`config.mk`:
```
export PLATFORM = sky130hd
export DESIGN_NAME = dp_instr_encoder
export DESIGN_NICKNAME = d
export VERILOG_FILES = /design/src/rtl/arm_enc_pkg.sv /design/src/rtl/dp_word_builder.sv /design/src/rtl/dp_instr_encoder.sv
export SDC_FILE = /design/constraint.sdc
export NUM_CORES = 1
export LEC_CHECK = 0
export CORE_MARGIN = 4
export CORE_UTILIZATION = 40
export CTS_CLUSTER_DIAMETER = 40
export CTS_CLUSTER_SIZE = 24
export DETAILED_ROUTE_END_ITERATION = 10
export GPL_ROUTABILITY_DRIVEN = 0
export PLACE_DENSITY_LB_ADDON = 0.25
export SYNTH_ARGS = -nofsm -noshare
export SYNTH_HDL_FRONTEND = slang
export SYNTH_SLANG_ARGS = --single-unit
```
`constraint.sdc`:
```
create_clock -name clk -period 2.6 [get_ports clk]
set_input_delay 0.52 -clock clk [delete_from_list [all_inputs] [get_ports clk]]
set_output_delay 0.52 -clock clk [all_outputs]
set_load 0.02 [all_outputs]
```
`src/rtl/arm_enc_pkg.sv`:
```
// Shared types and field encodings for the ARMv4 data-processing instruction encoder.
package arm_enc_pkg;

  typedef enum logic [3:0] {
    OpAdd = 4'd0,
    OpSub = 4'd1,
    OpAnd = 4'd2,
    OpOrr = 4'd3,
    OpEor = 4'd4,
    OpMvn = 4'd5,
    OpLsl = 4'd7,
    OpLsr = 4'd8,
    OpAsr = 4'd9
  } op_e;

  localparam logic [3:0] CmdAdd = 4'b0100;
  localparam logic [3:0] CmdSub = 4'b0010;
  localparam logic [3:0] CmdAnd = 4'b0000;
  localparam logic [3:0] CmdOrr = 4'b1100;
  localparam logic [3:0] CmdEor = 4'b0001;
  localparam logic [3:0] CmdMvn = 4'b1111;
  // All shift ops are MOV with a shifted register operand.
  localparam logic [3:0] CmdMov = 4'b1101;

  localparam logic [1:0] ShLsl = 2'b00;
  localparam logic [1:0] ShLsr = 2'b01;
  localparam logic [1:0] ShAsr = 2'b10;

  typedef enum logic [1:0] {
    StIdle,
    StLoad,
    StDone,
    StErr
  } state_e;

endpackage

```
`src/rtl/dp_word_builder.sv`:
```
// Combinational field packer: operation request -> register-operand data-processing word.
module dp_word_builder
  import arm_enc_pkg::*;
(
  input  logic [3:0]  op_i,
  input  logic        s_i,
  input  logic [3:0]  cond_i,
  input  logic [3:0]  rd_i,
  input  logic [3:0]  rn_i,
  input  logic [3:0]  rm_i,
  input  logic [4:0]  shamt_i,
  output logic [31:0] word_o,
  output logic        illegal_o
);

  logic [3:0] cmd;
  logic [1:0] sh;
  logic       is_shift;
  logic       bad_op;
  logic [3:0] rn_eff;
  logic [4:0] shamt_eff;

  always_comb begin
    cmd      = CmdAnd;
    sh       = ShLsl;
    is_shift = 1'b0;
    bad_op   = 1'b0;
    unique case (op_i)
      OpAdd:   cmd = CmdAdd;
      OpSub:   cmd = CmdSub;
      OpAnd:   cmd = CmdAnd;
      OpOrr:   cmd = CmdOrr;
      OpEor:   cmd = CmdEor;
      OpMvn:   cmd = CmdMvn;
      OpLsl:   begin cmd = CmdMov; sh = ShLsl; is_shift = 1'b1; end
      OpLsr:   begin cmd = CmdMov; sh = ShLsr; is_shift = 1'b1; end
      OpAsr:   begin cmd = CmdMov; sh = ShAsr; is_shift = 1'b1; end
      default: bad_op = 1'b1;
    endcase
  end

  // MVN and MOV-shifts have no first operand; the decoder expects Rn = 0.
  assign rn_eff    = (is_shift || (op_i == OpMvn)) ? 4'd0 : rn_i;
  assign shamt_eff = is_shift ? shamt_i : 5'd0;
  assign illegal_o = bad_op || (is_shift && s_i);

  assign word_o = {cond_i, 2'b00, 1'b0, cmd, s_i, rn_eff, rd_i, shamt_eff, sh, 1'b0, rm_i};

endmodule

```
`src/rtl/dp_instr_encoder.sv`:
```
// Session FSM, one-word output register and address/count tracking for instruction loading.
module dp_instr_encoder
  import arm_enc_pkg::*;
#(
  parameter int unsigned MAX_WORDS = 64,
  parameter int unsigned CNT_W     = $clog2(MAX_WORDS + 1)
) (
  input  logic             clk,
  input  logic             reset,
  input  logic             start,
  input  logic [31:0]      base_addr,
  input  logic             req_valid,
  output logic             req_ready,
  input  logic [3:0]       req_op,
  input  logic             req_s,
  input  logic [3:0]       req_cond,
  input  logic [3:0]       req_rd,
  input  logic [3:0]       req_rn,
  input  logic [3:0]       req_rm,
  input  logic [4:0]       req_shamt,
  input  logic             req_last,
  output logic             mem_we,
  output logic [31:0]      mem_addr,
  output logic [31:0]      mem_wdata,
  input  logic             mem_ready,
  output logic             busy,
  output logic             done,
  output logic             err,
  output logic [CNT_W-1:0] word_count
);

  localparam logic [CNT_W:0] MaxCnt = (CNT_W + 1)'(MAX_WORDS);

  state_e           state_q, state_d;
  logic             mem_we_q, mem_we_d;
  logic [31:0]      mem_addr_q, mem_addr_d;
  logic [31:0]      mem_wdata_q, mem_wdata_d;
  logic             last_q, last_d;
  logic [CNT_W-1:0] word_count_q, word_count_d;

  logic [31:0]      enc_word;
  logic             enc_illegal;
  logic             write_hs;
  logic             accept;
  logic [CNT_W:0]   committed;
  logic             max_hit;

  dp_word_builder u_word_builder (
    .op_i      (req_op),
    .s_i       (req_s),
    .cond_i    (req_cond),
    .rd_i      (req_rd),
    .rn_i      (req_rn),
    .rm_i      (req_rm),
    .shamt_i   (req_shamt),
    .word_o    (enc_word),
    .illegal_o (enc_illegal)
  );

  assign write_hs  = mem_we_q && mem_ready;
  assign committed = {1'b0, word_count_q} + {{CNT_W{1'b0}}, mem_we_q};
  assign max_hit   = ({1'b0, word_count_q} + (CNT_W + 1)'(1)) == MaxCnt;

  // A queued last word closes the session; nothing more is taken behind it.
  assign req_ready = (state_q == StLoad) && (!mem_we_q || mem_ready) &&
                     !(mem_we_q && last_q) && (committed < MaxCnt);
  assign accept    = req_valid && req_ready;

  always_comb begin
    state_d      = state_q;
    mem_we_d     = mem_we_q;
    mem_addr_d   = mem_addr_q;
    mem_wdata_d  = mem_wdata_q;
    last_d       = last_q;
    word_count_d = word_count_q;

    unique case (state_q)
      StIdle, StDone, StErr: begin
        if (start) begin
          state_d      = StLoad;
          mem_addr_d   = base_addr;
          word_count_d = '0;
          mem_we_d     = 1'b0;
          last_d       = 1'b0;
        end
      end
      StLoad: begin
        // mem_addr_q always names the slot of the held/next word, so it advances on handshakes.
        if (write_hs) begin
          mem_we_d     = 1'b0;
          mem_addr_d   = mem_addr_q + 32'd4;
          word_count_d = word_count_q + 1'b1;
          if (last_q || max_hit) begin
            state_d = StDone;
          end
        end
        if (accept) begin
          if (enc_illegal) begin
            // Accept implies the register is empty after this edge, so ERR sees it drained.
            state_d = StErr;
          end else begin
            mem_we_d    = 1'b1;
            mem_wdata_d = enc_word;
            last_d      = req_last;
          end
        end
      end
      default: state_d = StIdle;
    endcase
  end

  always_ff @(posedge clk or negedge reset) begin
    if (!reset) begin
      state_q      <= StIdle;
      mem_we_q     <= 1'b0;
      mem_addr_q   <= '0;
      mem_wdata_q  <= '0;
      last_q       <= 1'b0;
      word_count_q <= '0;
    end else begin
      state_q      <= state_d;
      mem_we_q     <= mem_we_d;
      mem_addr_q   <= mem_addr_d;
      mem_wdata_q  <= mem_wdata_d;
      last_q       <= last_d;
      word_count_q <= word_count_d;
    end
  end

  assign mem_we     = mem_we_q;
  assign mem_addr   = mem_addr_q;
  assign mem_wdata  = mem_wdata_q;
  assign word_count = word_count_q;
  assign busy       = (state_q == StLoad);
  assign done       = (state_q == StDone);
  assign err        = (state_q == StErr);

endmodule

```
==> parameters.txt <==
Parameter                              Value

Finish
  Sequential cell area ... 1777 sq um
  Number of inserted filler cells in the final layout ... 791
  Fin area ... 5443 sq um
  Most used cells in the layout excluding fill and tap cells ... sky130_fd_sc_hd__clkdlybuf4s50_1 (133), sky130_fd_sc_hd__dfrtp_1 (71), sky130_fd_sc_hd__nand2_1 (56)
  Most frequent standard cell in the layout excluding fill and tap cells ... sky130_fd_sc_hd__clkdlybuf4s50_1
  Layout-stage area growth over the synthesis result ... 48.11%
  Layout cell share with drive strength beyond 1 ... 13.57%
  Number of antenna diodes ... 0
  Total number of nets in the final design ... 599
  Post-layout util ... 61.51%
  Non-filler instance count after layout ... 646
  Area of the multi-input gates ... 1745 sq um

Timing
  Worst-case clock skew ... 0.008098 ns
  Worst Slack Setup Final ... 0.1189 ns
  Maximum clock rate ... 403.0 MHz
  Slew of the pin with the lowest slew margin ... 0.6436 ns
  Fin. Hold Viols ... 0
  Final setup fails ... 0
  Setup repair after global routing missed its margin ... no
  Time the worst path needs with I/O delays and setup ... 2.481 ns
  Final clock period utilization by the worst path ... 95.43%
  Final Max Tran Viols ... 0
  Headroom to the max-slew limit ... 56.93%

Synth
  Top cell type's share of synthesized area ... 48.35%
  Count of mapped cells out of synthesis ... 383
  Synth area leaders ... sky130_fd_sc_hd__dfrtp_1 (48%), sky130_fd_sc_hd__mux2_2 (5.8%), sky130_fd_sc_hd__nand2_1 (5.7%)
  Number of flip-flops and latches in the synthesized netlist ... 71
  Post-synthesis cell type count ... 56
  Cell type with the highest aggregate area in the netlist ... sky130_fd_sc_hd__dfrtp_1
  Number of flops mapped to enable cells by yosys ... 0
  Prevailing post-synth register cell ... sky130_fd_sc_hd__dfrtp_1
  Average instance area after synthesis ... 9.595 sq um
  Syn Std Cell Area ... 3675 sq um
  Async set-or-reset flop fraction in the synthesized netlist ... 100.0%
  Fraction of the yosys area taken by sequential cells ... 48.35%
  Total number of yosys warnings ... 0

Clock network
  Clock H-tree levels ... 3
  Longest Clk Path Bufs ... 2
  Root Driver ... sky130_fd_sc_hd__clkbuf_8
  Clock slew at the register clock pins of the worst setup and hold paths ... 0.08 ns
  # Post-CTS Setup Buffers ... 0
  Clock Latency Late Sink ... 0.35 ns
  CTS sink cnt ... 71
  Cts bufs inserted ... 9
  CTS tree ... built

Worst setup path
  CP arrival ... 1.96 ns
  Type of the worst setup path ... flip-flop to output pin
  Critical path depth in cells ... 4
  CP max FO ... 7
  Cell depth of the worst flop-to-flop path ... 7
  Cells traversed along the worst timing path ... and3_1 > a41o_1 > a211oi_2 > dlygate4sd2_1
  Worst setup endpoint ... req_ready
  R2r setup slk ... 0.35 ns
  Critical R2R Launch ... word_count[0]
  Type of element launching the critical path ... flip-flop
  Reg-to-reg endpoint ... mem_wdata[23]
  Type of destination of the critical path ... output pin
  Data required time at the worst endpoint ... 2.08 ns
  Largest delay share family, worst path ... compound AO/OA/AOI/OAI gates
  Worst-path cell with the longest stage delay ... sky130_fd_sc_hd__dfrtp_1
  Delay contributed by the slowest stage of the critical path ... 0.42 ns
  Setup crit start ... word_count[0]
  Combined buffer and inverter count along the critical path ... 1

Floorplanning
  Placeable core region ... 8848 sq um
  Chip Height ... 103.9 microns
  Die ar. ... 10780 sq um
  Starting Density ... 41.53%
  Horizontal die dimension ... 103.9 microns
  Number of top-level pins ... 140
  Number of standard-cell rows in the floorplan ... 34

Route
  DRT Pass-1 Iters ... 5
  Average via count per standard cell ... 5.567
  Routed vias ... 3596
  Drt total wl ... 11060 microns
  # DRC ... 0
  DRT iter0 DRCs ... 149
  Antenna-violating nets left ... 0
  Post-detailed-route wirelength per cell ... 17.12 microns

Global routing
  All-layer global routing usage ... 20.73%
  First-pass GRT wire length ... 18320 microns
  GR Overflow Total ... 0
  Number of antenna violations at the first check in global routing ... 0
  Vias in the first global route ... 3643
  Maximum number of pins on one net before global-route repair ... 28

Place
  Area post-placement ... 5238 sq um
  HPWL reported at the end of detailed placement ... 8368 microns
  Post-Place Setup Slack ... -0.1271 ns
  IO Port Bufs ... 135
  Inst Count DP ... 630

Run
  Number of max-cap violations ... 0

Power and ir drop
  Maximum ir drop on the vdd rail ... 0.0005831 V
  Leakage power summed over all cells ... 2.226 nW
  Cell Pwr Density ... 1138 nW/um^2

Min path
  HP Class ... input port to asynchronous set/reset pin

Run status
  Status ... finished, final reports clean
-- timing repair --
action | in CTS | in global routing
endpoints found under the setup margin | 1 | 0
gates resized for setup | 1 | 0
hold buffers | 0 | 0
-- logic make-up after synthesis --
logic type / Yosys count / synth area share [%]
and+or+nand+nor: 157 / 21.62
xor gates and xnor gates: 2 / 0.4768
other: 1 / 0.1020
DFF: 71 / 48.35
AOI/OAI and AO/OA: 81 / 14.88
buffers and inverters: 37 / 4.528
adders and majority gates: 2 / 0.6809
muxes: 32 / 9.363
-- worst min path at each step --
stage,endpoint,slack [ns]
after floorplan,last_q,0.22
after global placement,mem_addr[1],0.46
after detailed placement,mem_addr[0],0.47
after CTS,mem_wdata[30],0.19
after global routing,mem_wdata[30],0.20
final,mem_wdata[30],0.17
-- Yosys cell counts (7+ instances only) --
cell type	instances
sky130_fd_sc_hd__dfrtp_1	71
sky130_fd_sc_hd__nand2_1	56
sky130_fd_sc_hd__nor2_1	33
sky130_fd_sc_hd__o21ai_0	24
sky130_fd_sc_hd__mux2_2	19
sky130_fd_sc_hd__inv_1	17
sky130_fd_sc_hd__mux2i_1	13
sky130_fd_sc_hd__nor3_1	13
sky130_fd_sc_hd__clkbuf_1	12
sky130_fd_sc_hd__a21oi_1	10
sky130_fd_sc_hd__nand3_1	10
sky130_fd_sc_hd__a211oi_1	9
sky130_fd_sc_hd__buf_4	7
sky130_fd_sc_hd__nand4_1	7
sky130_fd_sc_hd__o22ai_1	7
-- power breakdown --
part | switching [mW] | internal (mW)
combinational | 1.65 | 1.56
sequential | 0.484 | 1.58
clock | 0.449 | 0.472
-- layer usage --
metal	routed length, microns	GRT usage [%]
met1	4634	27.42
met2	5257	32.82
met3	947	5.587
met4	220	7.312
met5	0	0
-- sequential cells by signal, summed over array words and instances, names as in the netlist --
signal,cells
mem_we,1
last_q,1
word_count,7
mem_wdata,28
mem_addr,32
state_q,2
-- cell type report --
class                   instances  area share [%]
flip-flops and latches         71           32.64
multi-input cells             278           32.07
repair buffers                156           27.84
clock buffers                  10           2.529
well taps                     108           2.483
clock inverters                 6           1.264
inverters                      17           1.172
-- through the flow --
step / power (mW) / hold slack, ns / TNS (ns)
floorplan: 3.718 / 0.2244 / 0
global placement: 5.225 / 0.4620 / -0.08171
detailed placement: 5.312 / 0.4654 / -0.1271
CTS: 6.237 / 0.1875 / 0
global route: 6.591 / 0.2001 / 0
finish: 6.195 / 0.1697 / 0
Power figures use the tool's default switching activity.
